`config.mk`:
```
export PLATFORM = sky130hd
export DESIGN_NAME = xgmii_rx_stats_flat
export DESIGN_NICKNAME = d
export VERILOG_FILES = /design/src/rtl/xgmii_rx_stats_if.sv /design/src/rtl/xgmii_rx_stats.sv /design/src/flat_wrapper.sv
export SDC_FILE = /design/constraint.sdc
export NUM_CORES = 1
export LEC_CHECK = 0
export ABC_AREA = 0
export CELL_PAD_IN_SITES_DETAIL_PLACEMENT = 0
export CELL_PAD_IN_SITES_GLOBAL_PLACEMENT = 1
export CORE_MARGIN = 2
export CORE_UTILIZATION = 33
export DETAILED_ROUTE_END_ITERATION = 6
export PLACE_DENSITY = 0.78
export SLEW_MARGIN = 40
export SYNTH_ARGS = -nofsm -noshare
export SYNTH_HDL_FRONTEND = slang
export SYNTH_SLANG_ARGS = --single-unit
```
`constraint.sdc`:
```
create_clock -name clk156 -period 5 [get_ports clk156]
set_input_delay 0.75 -clock clk156 [delete_from_list [all_inputs] [get_ports clk156]]
set_output_delay 0.75 -clock clk156 [all_outputs]
set_load 0.01 [all_outputs]
```
`src/rtl/xgmii_rx_stats_if.sv`:
```
// Purpose : 64-bit XGMII receive bus (8 lanes of data plus per-lane control flags).
// Latency : n/a, wires only.
// Backpressure: none; XGMII is a continuous stream with no ready signal.
//   xgmii_rxd : lane i = bits [8i+7:8i], lane 0 first on the wire
//   xgmii_rxc : bit i set marks lane i as a control character
interface xgmii_rx_stats_if;
    logic [63:0] xgmii_rxd;
    logic [7:0]  xgmii_rxc;

    modport master (output xgmii_rxd, xgmii_rxc);
    modport slave  (input  xgmii_rxd, xgmii_rxc);
endinterface

```
`src/rtl/xgmii_rx_stats.sv`:
```
// Purpose : passive XGMII RX monitor; delineates frames, flags preamble/length/control
//           errors and keeps saturating good/bad frame and good byte counters.
// Latency : 1 cycle from the sampled word to every output (all outputs registered).
// Backpressure: none; the stream is only observed, never stalled or modified.
// Ports:
//   clk156, sys_rst      : sole clock, synchronous active-high reset
//   stats_clear          : zeroes the three counters; frame tracking carries on
//   xgmii (slave)        : xgmii_rxd / xgmii_rxc from the lane-alignment stage
//   rx_active            : inside a frame
//   frame_done/frame_good: one-cycle close pulse and its good/bad qualifier
//   last_len             : length of the most recently closed frame
//   good_frames, bad_frames, good_bytes : saturating statistics
module xgmii_rx_stats #(
    parameter int CNT_WIDTH = 32,   // must be at least 16 (good_bytes accumulates last_len)
    parameter int MIN_LEN   = 64,
    parameter int MAX_LEN   = 1518
) (
    input  logic                  clk156,
    input  logic                  sys_rst,
    input  logic                  stats_clear,
    xgmii_rx_stats_if.slave       xgmii,
    output logic                  rx_active,
    output logic                  frame_done,
    output logic                  frame_good,
    output logic [15:0]           last_len,
    output logic [CNT_WIDTH-1:0]  good_frames,
    output logic [CNT_WIDTH-1:0]  bad_frames,
    output logic [CNT_WIDTH-1:0]  good_bytes
);
    localparam logic [15:0]          MIN_L   = 16'(MIN_LEN);
    localparam logic [15:0]          MAX_L   = 16'(MAX_LEN);
    localparam logic [CNT_WIDTH-1:0] CNT_ONE = {{(CNT_WIDTH-1){1'b0}}, 1'b1};

    typedef enum logic {ST_IDLE, ST_DATA} state_t;

    state_t      state, state_nxt;
    logic [15:0] len_q, len_nxt;
    logic        err_q, err_nxt;

    logic        is_start, pre_err, term_ok;
    logic [2:0]  k;
    logic [15:0] len_add, len_sat;
    logic [16:0] len_sum;

    logic        close_vld, close_good;
    logic [15:0] close_len;

    logic [CNT_WIDTH:0] gb_sum;

    // Word decode: start/preamble check, first control lane and terminate shape.
    always_comb begin
        is_start = (xgmii.xgmii_rxc == 8'h01) && (xgmii.xgmii_rxd[7:0] == 8'hFB);
        pre_err  = (xgmii.xgmii_rxd[63:8] != 56'hD5_55_55_55_55_55_55);
        k = 3'd0;
        for (int i = 7; i >= 0; i--) begin
            if (xgmii.xgmii_rxc[i]) begin
                k = 3'(i);
            end
        end
        // A clean terminate is FD in lane k with every lane from k upward a control lane.
        term_ok = (xgmii.xgmii_rxd[{k, 3'b000} +: 8] == 8'hFD)
                  && (xgmii.xgmii_rxc == (8'hFF << k));
        len_add = (xgmii.xgmii_rxc == 8'h00) ? 16'd8 : {13'd0, k};
        len_sum = {1'b0, len_q} + {1'b0, len_add};
        len_sat = len_sum[16] ? 16'hFFFF : len_sum[15:0];
    end

    // Next-state and frame-close decisions.
    always_comb begin
        state_nxt  = state;
        len_nxt    = len_q;
        err_nxt    = err_q;
        close_vld  = 1'b0;
        close_good = 1'b0;
        close_len  = len_sat;
        case (state)
            ST_IDLE: begin
                if (is_start) begin
                    state_nxt = ST_DATA;
                    len_nxt   = 16'd0;
                    err_nxt   = pre_err;
                end
            end
            ST_DATA: begin
                if (is_start) begin
                    // Missing terminate: close the old frame bad and open the new one
                    // from this same word.
                    close_vld = 1'b1;
                    close_len = len_q;
                    len_nxt   = 16'd0;
                    err_nxt   = pre_err;
                end else if (xgmii.xgmii_rxc == 8'h00) begin
                    len_nxt = len_sat;
                end else begin
                    close_vld  = 1'b1;
                    close_good = term_ok && !err_q && (len_sat >= MIN_L) && (len_sat <= MAX_L);
                    len_nxt    = len_sat;
                    state_nxt  = ST_IDLE;
                end
            end
            default: state_nxt = ST_IDLE;
        endcase
    end

    assign gb_sum = {1'b0, good_bytes} + {{(CNT_WIDTH+1-16){1'b0}}, close_len};

    always_ff @(posedge clk156) begin
        if (sys_rst) begin
            state       <= ST_IDLE;
            len_q       <= 16'd0;
            err_q       <= 1'b0;
            frame_done  <= 1'b0;
            frame_good  <= 1'b0;
            last_len    <= 16'd0;
            good_frames <= '0;
            bad_frames  <= '0;
            good_bytes  <= '0;
        end else begin
            state      <= state_nxt;
            len_q      <= len_nxt;
            err_q      <= err_nxt;
            frame_done <= close_vld;
            frame_good <= close_vld && close_good;
            if (close_vld) begin
                last_len <= close_len;
            end
            // Clear wins over a coincident close; that frame is simply not counted.
            if (stats_clear) begin
                good_frames <= '0;
                bad_frames  <= '0;
                good_bytes  <= '0;
            end else if (close_vld) begin
                if (close_good) begin
                    if (good_frames != '1) begin
                        good_frames <= good_frames + CNT_ONE;
                    end
                    good_bytes <= gb_sum[CNT_WIDTH] ? '1 : gb_sum[CNT_WIDTH-1:0];
                end else if (bad_frames != '1) begin
                    bad_frames <= bad_frames + CNT_ONE;
                end
            end
        end
    end

    // State is itself a register, so this output is registered.
    assign rx_active = (state == ST_DATA);

endmodule

```
`src/flat_wrapper.sv`:
```
// flat-port wrapper written by rule: the top's interface ports become plain ports
module xgmii_rx_stats_flat 
#(
    parameter int CNT_WIDTH = 32,                                                           
    parameter int MIN_LEN   = 64,
    parameter int MAX_LEN   = 1518
)
  (clk156, sys_rst, stats_clear, rx_active, frame_done, frame_good, last_len, good_frames, bad_frames, good_bytes, xgmii_xgmii_rxd, xgmii_xgmii_rxc);
  xgmii_rx_stats_if xgmii_i ();
  input  logic clk156;
  input  logic sys_rst;
  input  logic stats_clear;
  output logic rx_active;
  output logic frame_done;
  output logic frame_good;
  output logic [15:0] last_len;
  output logic [CNT_WIDTH-1:0] good_frames;
  output logic [CNT_WIDTH-1:0] bad_frames;
  output logic [CNT_WIDTH-1:0] good_bytes;
  input wire logic [$bits(xgmii_i.xgmii_rxd)-1:0] xgmii_xgmii_rxd;
  input wire logic [$bits(xgmii_i.xgmii_rxc)-1:0] xgmii_xgmii_rxc;
  assign xgmii_i.xgmii_rxd = xgmii_xgmii_rxd;
  assign xgmii_i.xgmii_rxc = xgmii_xgmii_rxc;
  xgmii_rx_stats #(.CNT_WIDTH(CNT_WIDTH), .MIN_LEN(MIN_LEN), .MAX_LEN(MAX_LEN)) u_core (.clk156(clk156), .sys_rst(sys_rst), .stats_clear(stats_clear), .xgmii(xgmii_i), .rx_active(rx_active), .frame_done(frame_done), .frame_good(frame_good), .last_len(last_len), .good_frames(good_frames), .bad_frames(bad_frames), .good_bytes(good_bytes));
endmodule
```
* Word-level counts from Yosys, hierarchy flattened
Index checks and enable logic that the tools add are counted.
Cells by class: add/subtract/negate cells 4, $mul 0, div/mod/pow operators 0, $lt $le $gt $ge 2, equality and inequality tests 8, shift operators 2, mux-type cells 27, bitwise gates (word level) 2, reductions and logical operators 12
Operator list (number):
- 2-to-1 mux 16 bit | 5
- adder 32 x 1 -> 32 bit (second input constant) | 2
- != test 32 bit (second input constant) | 2
- indexed part select 64 x 7 -> 8 bit | 1
- != test 56 bit (second input constant) | 1
- adder 32 x 16 -> 33 bit | 1
- 2-to-1 mux 32 bit | 1
- case mux 16 bit (2 select lines) | 1
- 2-to-1 mux 3 bit | 8
- adder 16 x 16 -> 17 bit | 1
- equality test 8 bit (second input constant) | 2
- >= comparator 16 x 7 -> 1 bit (second input constant) | 1
- <= comparator 16 x 11 -> 1 bit (second input constant) | 1
- 2-to-1 mux 1 bit | 10
- equality test 8 x 1 -> 1 bit (second input constant) | 1
- equality test 8 bit | 1
- zero test 8 bit | 1
- left shift 8 x 3 -> 8 bit (first input constant) | 1
- logical AND 1 bit | 6
- AND reduction 3 bit | 2
- 2-to-1 mux 4 bit | 1
- != test 2 x 1 -> 1 bit (second input constant) | 1
- inverter 1 bit | 2
- case mux 1 bit (2 select lines) | 1
- 3 further kinds | 3
Word-level totals: flip-flop bits (word level) 132, latch bits 0, RAM bits 0, memory bits (read-only) 0, input bits 75, output and inout port bits 115, memories kept 0

* Logic depth before layout (Yosys ltp)
Gate-level depths: netlist (run 1).
depth in word-level cells 19, depth in mapped cells 25

* Worst setup path after synthesis (run 1)
OpenSTA, ideal clock, no wires.
path type input to register, from input port xgmii_xgmii_rxc[5], to register u_core.good_bytes[19], library setup time 0.086 ns, arrival time 5.357 ns, setup slack -0.442 ns, stages on the path 24, path buffers 2, cell sequence clkbuf_1 -> o311a_1 -> o21bai_1 -> inv_1 -> ha_1 -> fa_1 -> a211oi_2 -> or2_1 -> buf_6 -> nor2_1 -> nor2_1 -> nand2_1 -> o21ai_0 -> inv_1 -> ha_1 -> a211oi_1 -> o211ai_1 -> nand2_1 -> o211ai_1 -> a31o_2 -> a21oi_1 -> or3_1 -> nor2_1 -> a211oi_1
On the way: elaborated cells on any way between the ends 33, those cells by class 2 x add/sub; 2 x order compare; 3 x eq/ne; 2 x shift; 17 x mux; 7 x reduce/logical
RTL lines:
- start, declared | line flat_wrapper.sv:21 | input wire logic [$bits(xgmii_i.xgmii_rxc)-1:0] xgmii_xgmii_rxc;
- 2-to-1 mux 3 bit (6 in a row) | line xgmii_rx_stats.sv:56 | if (xgmii.xgmii_rxc[i]) begin
- 2-to-1 mux 4 bit | line xgmii_rx_stats.sv:63 | len_add = (xgmii.xgmii_rxc == 8'h00) ? 16'd8 : {13'd0, k};
- adder 16 x 16 -> 17 bit | line xgmii_rx_stats.sv:64 | len_sum = {1'b0, len_q} + {1'b0, len_add};
- 2-to-1 mux 16 bit | line xgmii_rx_stats.sv:65 | len_sat = len_sum[16] ? 16'hFFFF : len_sum[15:0];
- 2-to-1 mux 16 bit | line xgmii_rx_stats.sv:85 | if (is_start) begin
- 2-to-1 mux 16 bit * | line xgmii_rx_stats.sv:76 | case (state)
- via u_core.close_len[1] | line xgmii_rx_stats.sv:46 | logic [15:0] close_len;
- adder 32 x 16 -> 33 bit * | line xgmii_rx_stats.sv:105 | assign gb_sum = {1'b0, good_bytes} + {{(CNT_WIDTH+1-16){1'b0}}, close_len};
- 2-to-1 mux 32 bit * | line xgmii_rx_stats.sv:137 | good_bytes <= gb_sum[CNT_WIDTH] ? '1 : gb_sum[CNT_WIDTH-1:0];
- end signal, assigned | line xgmii_rx_stats.sv:137
- end, declared | line xgmii_rx_stats.sv:28 | output logic [CNT_WIDTH-1:0] good_bytes
Mark *: on every way through the listed nets, which the timed path passes. The rest lies on a longest branch. A chain may end at the register's enable or synchronous reset.

* Worst setup path after layout (run 1)
from input port xgmii_xgmii_rxc[3], to register u_core.good_bytes[31]
On the way: elaborated cells on any way between the ends 31, those cells by class 2 x add/sub; 2 x order compare; 3 x eq/ne; 2 x shift; 15 x mux; 7 x reduce/logical
RTL lines (line):
- 2-to-1 mux 3 bit (4 in a row) | xgmii_rx_stats.sv:56
- 2-to-1 mux 4 bit | xgmii_rx_stats.sv:63
- adder 16 x 16 -> 17 bit | xgmii_rx_stats.sv:64
- 2-to-1 mux 16 bit | xgmii_rx_stats.sv:65
- 2-to-1 mux 16 bit | xgmii_rx_stats.sv:85
- 2-to-1 mux 16 bit * | xgmii_rx_stats.sv:76
- via u_core.close_len[9] | xgmii_rx_stats.sv:46
- adder 32 x 16 -> 33 bit * | xgmii_rx_stats.sv:105
- 2-to-1 mux 32 bit * | xgmii_rx_stats.sv:137
Marked as above.

==> metrics.cfg, run 1 <==
[detailed_routing]
drt-initial-drc-count=748
drt_wl_total_mm=30.5
first_pass_iters=5
wire_per_inst_um=17.6
ant_nets=0
vias=9705
drc=0
vias_per_cell=5.61

[logic_synthesis]
syn_area_um2=8170
synth_cell_type_count=74
synth-simple-area-share_pct=33.8
synth_edf_count=0
syn-instance-count=1077
yosys_warnings=0
synth_compound_area_share_pct=20.9
synth_top_area_share_pct=32.3
syn-num-nets=1176
synth_seq_cells=132
synth_fa_ha_area_share_pct=3.86
yosys-top-cells-area=dfxtp_1 32%, a21oi_1 6.2%, nand2_1 4.9%, nor2_1 4.6%, or3_1 3.5%
avgSynthCellArea_um2=7.59
synth_top_family_by_area=simple AND/OR/NAND/NOR gates
synth-xor-area-share_pct=2.68
synth-main-ff-cell=dfxtp_1
yosysSeqAreaShare_pct=32.3
ys_async_sr_fraction_pct=0
muxShareOfSynthArea_pct=1.94
synth_top_area_cell=dfxtp_1

[clock_tree]
cts_hold_buf=0
cts_tree=built
cts_sinks=132
cts_root_buf=clkbuf_16
htree_levels=4
cts.path.max_buffers=2
clk_pin_slew_ns=0.07
clock_latency_ns=0.43
cts_made_buffers=17

[worst_setup_path]
crit_type=in2reg
endpoint=u_core.good_bytes[31]$_SDFFE_PP0P_
reg2reg_slack_ns=0.53
critical_path_arrival_ns=5.28
cp.required_ns=5.33
cp_slowest_cell=or4_1
endpoint_kind=register
cpPeakStageDelay_ns=0.49
r2r-end=u_core.good_bytes[14]$_SDFFE_PP0P_
reg2reg_depth=17
rr_startpoint=u_core.len_q[7]$_SDFFE_PP0P_
crit_path_start=xgmii_xgmii_rxc[3]
cp_cell_sequence=dlygate4sd2_1 > o311a_1 > o21bai_1 > inv_1 > ha_4 > fa_2 > a211oi_4 > or2_4 > nor2_4 > buf_6 > nor2_4 > a21oi_2 > ha_1 > a21oi_2 > o211ai_1 > a31oi_2 > a21boi_4 > o21bai_4 > nand3_2 > nand2_1 > or4_1 > and3_1
path_max_fanout=7
crit_path_start_kind=primary input

[timing]
finalCritPeriodShare_pct=99.1
postLayoutSetupSlackWorst_ns=0.0450
slew_headroom_pct=55.6
finalHoldViolCount=0
finalSetupViolCount=0
fin_crit_ns=4.96
max_freq_mhz=202
tightest_slew_ns=0.663
fin_skew_ns=0.0115
drv_slew=0
tns_ns=0

[die]
core_area_um2=24300
rows=57
ios=190
fp.dieH_um=161
die_w_um=161
die_area_um2=26000
start_util_pct=33.6

[finish]
final_layout_size_suffix_gt1_share_pct=22.2
nets=1493
syn2layout_area_growth_pct=54.5
antenna_cells=0
final_common_cell=clkdlybuf4s50_1
final_cell_mix=181 x clkdlybuf4s50_1, 173 x buf_4, 132 x dfxtp_1

[grt]
first_global_vias=8946
grt-ovfl-total=0
grt_pass1_wl_mm=47.0
grt_max_degree=47
grt_usage_pct=22.3
antenna_found_initial=0

[run]
drv_cap=0

[power_and_ir_drop]
powerDensity_nw_per_um2=207
power_leakage_nw=4.47
irDropWorstVdd_v=0.000163

[worst_hold_path]
hp-class=reg2reg

[place]
gp_congestion=0.947
pre_cts_slack_ns=-0.779
dpl.hpwl_mm=21.9
port_buffers=189

[status]
outcome=finished, final reports clean

==> Yosys cell counts, types with 12 or more instances <==
library cell	instances
nand3_1	53
nor3_1	31
nor2_1	101
dfxtp_1	132
inv_1	15
xnor2_1	15
a21oi_1	102
o21ai_0	48
clkbuf_1	48
and2_1	13
o31ai_1	24
and3_1	32
nand4_1	43
nor4_1	24
or4_1	30
a311oi_1	12
or3_1	46
nand2_1	107
a211oi_1	16
ha_1	22
==> metrics by stage <==
| step | instance area [um2] | std cells | power (mW) | hold WS, ns | utilization, % |
|---|---|---|---|---|---|
| 2_1_floorplan | 8250 | 1077 | 1.12 | 0.478 | - |
| 4_1_cts | 12300 | 1715 | 2.63 | 0.456 | 50.5 |
| 3_3_place_gp | 11400 | 1673 | 1.21 | 0.441 | 47.1 |
| 6_report | 12600 | 1731 | 2.61 | 0.454 | 51.9 |
| 5_1_grt | 12600 | 1731 | 2.70 | 0.480 | 51.9 |
| 3_5_place_dp | 11500 | 1673 | 1.22 | 0.448 | 47.1 |
==> repair_timing <==
action                     4_1_cts  5_1_grt
setup endpoints to repair       32       32
setup buffers                   10       16
gates resized for setup         38       58
pin swaps                       22       38
==> worst max-delay path: cells and delay by family <==
kind                     cells  cell delay, ns
AO/OA/AOI/OAI                9            1.93
adder cells (fa/ha/maj)      3            0.87
buffers and inverters        3            0.49
AND/OR/NAND/NOR              7            1.20
==> sequential cells by signal, summed over array words and instances (netlist names) <==
signal / cells
u_core.err_q: 1
u_core.bad_frames: 32
u_core.last_len: 16
u_core.frame_done: 1
u_core.frame_good: 1
u_core.len_q: 16
u_core.rx_active: 1
u_core.good_bytes: 32
u_core.good_frames: 32
==> per-layer routing <==
metal	wire, um	track usage [%]	share of wire [%]	up-vias
met4	659	7.26	2.2	0
met3	2000	4.26	6.6	51
met2	14000	36.0	46	371
met5	0	0	0	-
met1	13900	30.0	46	4595
li1	-	-	-	4688
==> cell families after synthesis <==
kind of cell,after synthesis
buffers and inverters,86
flip-flops,132
XOR/XNOR,25
multiplexers,14
AO/OA/AOI/OAI,269
adder cells (fa/ha/maj),24
AND/OR/NAND/NOR,527
==> area by class of cell <==
cell class | count | area (um2)
Sequential cell | 132 | 2640
Inverter | 16 | 60.1
Fill cell | 2311 | 11700
Clock buffer | 17 | 425
Timing Repair Buffer | 368 | 3280
Clock inverter | 15 | 218
Tap cell | 324 | 405
Multi-Input combinational cell | 859 | 5590
==> where the power goes <==
part           switching (mW)  total [mW]  internal (mW)
Sequential         0.00000205        1.05           1.05
Clock                   0.559        1.41          0.853
Combinational          0.0644       0.149         0.0844
==> how the worst min path moves through the flow <==
| stage | to | cells after the start | startpoint | slack, ns |
|---|---|---|---|---|
| 2_1_floorplan | u_core.err_q$_SDFFE_PP0P_ | 2 | u_core.err_q$_SDFFE_PP0P_ | 0.48 |
| 3_3_place_gp | u_core.last_len[2]$_SDFFE_PP0P_ | 2 | u_core.last_len[2]$_SDFFE_PP0P_ | 0.44 |
| 3_5_place_dp | u_core.last_len[9]$_SDFFE_PP0P_ | 2 | u_core.last_len[9]$_SDFFE_PP0P_ | 0.45 |
| 4_1_cts | u_core.last_len[9]$_SDFFE_PP0P_ | 2 | u_core.last_len[9]$_SDFFE_PP0P_ | 0.46 |
| 5_1_grt | u_core.last_len[7]$_SDFFE_PP0P_ | 2 | u_core.last_len[7]$_SDFFE_PP0P_ | 0.48 |
| 6_report | u_core.last_len[5]$_SDFFE_PP0P_ | 2 | u_core.last_len[5]$_SDFFE_PP0P_ | 0.45 |
Power figures use the tool's default switching activity.
==> run 2, diff against run 1 <==
- ABC_CLOCK_PERIOD_IN_PS: unset -> 5000
- CORE_MARGIN: 2 -> 5
==> run 2 against run 1 <==
Routed wire length barely moved; first-iteration DRC count fell by 13%; power fell by 4.1%; sequential power barely moved; design area fell by 0.42%; clock power fell by 8%; die area rose by 7.6%; register-to-register slack improved by 0.10 ns; fmax rose by 2.5%; critical endpoint unchanged; largest cell class unchanged.
==> metrics.cfg, run 2 (synthesis gave the netlist of run 1 again) <==
[grt]
first_global_vias=9042  ; +1.1%
grt_pass1_wl_mm=48.9  ; +4.0%
antenna_found_initial=0  ; unchanged
grt_usage_pct=21.0  ; -1.3 points
grt-ovfl-total=0  ; unchanged
grt_max_degree=45  ; -4.3%

[worst_setup_path]
r2r-end=u_core.good_bytes[31]$_SDFFE_PP0P_
rr_startpoint=u_core.len_q[9]$_SDFFE_PP0P_
crit_type=in2reg
path_max_fanout=6  ; -1
endpoint_kind=register
crit_path_start_kind=primary input
reg2reg_depth=17  ; unchanged
critical_path_arrival_ns=5.16  ; -0.12 ns
reg2reg_slack_ns=0.63  ; +0.10 ns
cp.required_ns=5.33  ; about the same

[finish]
antenna_cells=0  ; unchanged
final_cell_mix=181 x clkdlybuf4s50_1, 171 x buf_4, 132 x dfxtp_1
final_layout_size_suffix_gt1_share_pct=21.3  ; -0.92 points
nets=1493  ; unchanged
multi_input_area_um2=5550  ; -0.72%
seq_area_um2=2640  ; unchanged
syn2layout_area_growth_pct=53.9
fill_cells=2337  ; +1.1%
final_common_cell=clkdlybuf4s50_1
top_regs=u_core.bad_frames (32), u_core.good_bytes (32), u_core.good_frames (32)
fin_util_pct=51.7  ; -0.22 points

[die]
ios=190  ; unchanged
rows=57  ; unchanged
die_w_um=167  ; +3.7%
fp.dieH_um=167  ; +3.7%
core_area_um2=24300  ; unchanged
die_area_um2=28000  ; +7.6%
start_util_pct=33.6  ; unchanged

[detailed_routing]
vias=9437  ; -2.8%
vias_per_cell=5.45  ; -2.8%
drc=0  ; unchanged
first_pass_iters=5  ; unchanged
drt-initial-drc-count=654  ; -13%
wire_per_inst_um=17.6  ; about the same
drt_wl_total_mm=30.5  ; about the same
ant_nets=0  ; unchanged

[timing]
fin_crit_ns=4.83  ; -0.121 ns
tightest_slew_ns=0.664  ; +0.00145 ns
finalHoldViolCount=0  ; unchanged
finalSetupViolCount=0  ; unchanged
max_freq_mhz=207  ; +2.5%
rsz0062_at_grt=true
finalCritPeriodShare_pct=96.7  ; -2.4 points
drv_slew=0  ; unchanged
tns_ns=0  ; unchanged
slew_headroom_pct=55.6  ; about the same
fin_skew_ns=0.0210  ; +0.00950 ns

[place]
gp_congestion=0.945  ; -0.26%
port_buffers=189  ; unchanged
dpl.hpwl_mm=22.5  ; +2.8%

[worst_hold_path]
hold_depth=2  ; unchanged
hold_path_end=u_core.last_len[4]$_SDFFE_PP0P_
hp-class=reg2reg
min-delay-start=u_core.last_len[4]$_SDFFE_PP0P_

[clock_tree]
cts_hold_buf=0  ; unchanged
cts_made_buffers=17  ; unchanged
cts_root_buf=clkbuf_16
cts_sinks=132  ; unchanged
clk_pin_slew_ns=0.07  ; about the same
cts.path.max_buffers=2  ; unchanged
htree_levels=4  ; unchanged
clock_latency_ns=0.43  ; about the same
cts_tree=built

[power_and_ir_drop]
irDropWorstVdd_v=0.000188  ; +15%
finalPower_mw=2.50  ; -4.1%
powerDensity_nw_per_um2=199  ; -3.7%
power_leakage_nw=4.46  ; about the same

[status]
outcome=finished, final reports clean

[run]
drv_cap=0  ; unchanged

[run 2: worst max path at each step]
stage | startpoint | to | slack [ns] | depth (start not counted)
3_5_place_dp | xgmii_xgmii_rxc[7] | u_core.good_bytes[31]$_SDFFE_PP0P_ | -0.69 | 22
3_3_place_gp | xgmii_xgmii_rxc[7] | u_core.good_bytes[31]$_SDFFE_PP0P_ | -0.60 | 22
5_1_grt | xgmii_xgmii_rxc[7] | u_core.good_bytes[31]$_SDFFE_PP0P_ | -0.04 | 23
6_report | xgmii_xgmii_rxc[7] | u_core.good_bytes[31]$_SDFFE_PP0P_ | 0.17 | 23
2_1_floorplan | xgmii_xgmii_rxc[7] | u_core.good_bytes[31]$_SDFFE_PP0P_ | 0.006 | 23
4_1_cts | xgmii_xgmii_rxc[7] | u_core.good_bytes[31]$_SDFFE_PP0P_ | -0.04 | 23
[run 2: metal layers]
metal	vias up	track usage [%]	wire length [um]
li1	4706	-	-
met1	4407	29.1	14400
met2	287	32.9	13700
met3	37	4.43	1790
met4	0	6.39	641
met5	-	0	0
[run 2: what timing repair did]
item,in CTS,in global routing
buffers inserted,22,14
pin swaps,22,32
setup endpoints to repair,30,49
gates resized for setup,35,48
[run 2: worst max-delay path: stages]
cell            delay (ns)
dlymetal6s2s_1        0.13
nor2b_1               0.13
o311a_1               0.32
o21bai_1              0.19
inv_1                 0.09
ha_4                  0.17
fa_2                  0.42
a211oi_4              0.22
buf_6                 0.16
or2_4                 0.14
buf_6                 0.12
o21ai_1               0.08
mux2i_1               0.25
o21ai_2               0.13
ha_1                  0.32
buf_4                 0.15
a31oi_2               0.21
a21boi_4              0.24
o21bai_4              0.08
nand3_4               0.10
nand2_1               0.07
or4_4                 0.51
and3_4                0.19
[run 2: cell type report]
cell class	count	share of cell area, %
Multi-Input combinational cell	859	44.1
Timing Repair Buffer	368	26.4
Sequential cell	132	21.0
Clock buffer	17	3.38
Tap cell	324	3.22
Clock inverter	15	1.40
Inverter	16	0.478
[run 2: where the power goes]
| group | switching [mW] | internal, mW | total [mW] | leakage, nW |
|---|---|---|---|---|
| Combinational | 0.0635 | 0.0881 | 0.152 | 3.11 |
| Sequential | 0.00000209 | 1.05 | 1.05 | 1.06 |
| Clock | 0.586 | 0.716 | 1.30 | 0.293 |
[run 2: metrics by stage]
step                      cell area, um2  hold slack [ns]  cells  setup WS (ns)
after global routing               12600            0.468   1731        -0.0438
after detailed placement           11400            0.446   1663         -0.692
after global placement             11400            0.442   1663         -0.603
final                              12600            0.454   1731          0.166
after floorplan                     8250            0.478   1077        0.00579
after CTS                          12300            0.456   1717        -0.0448
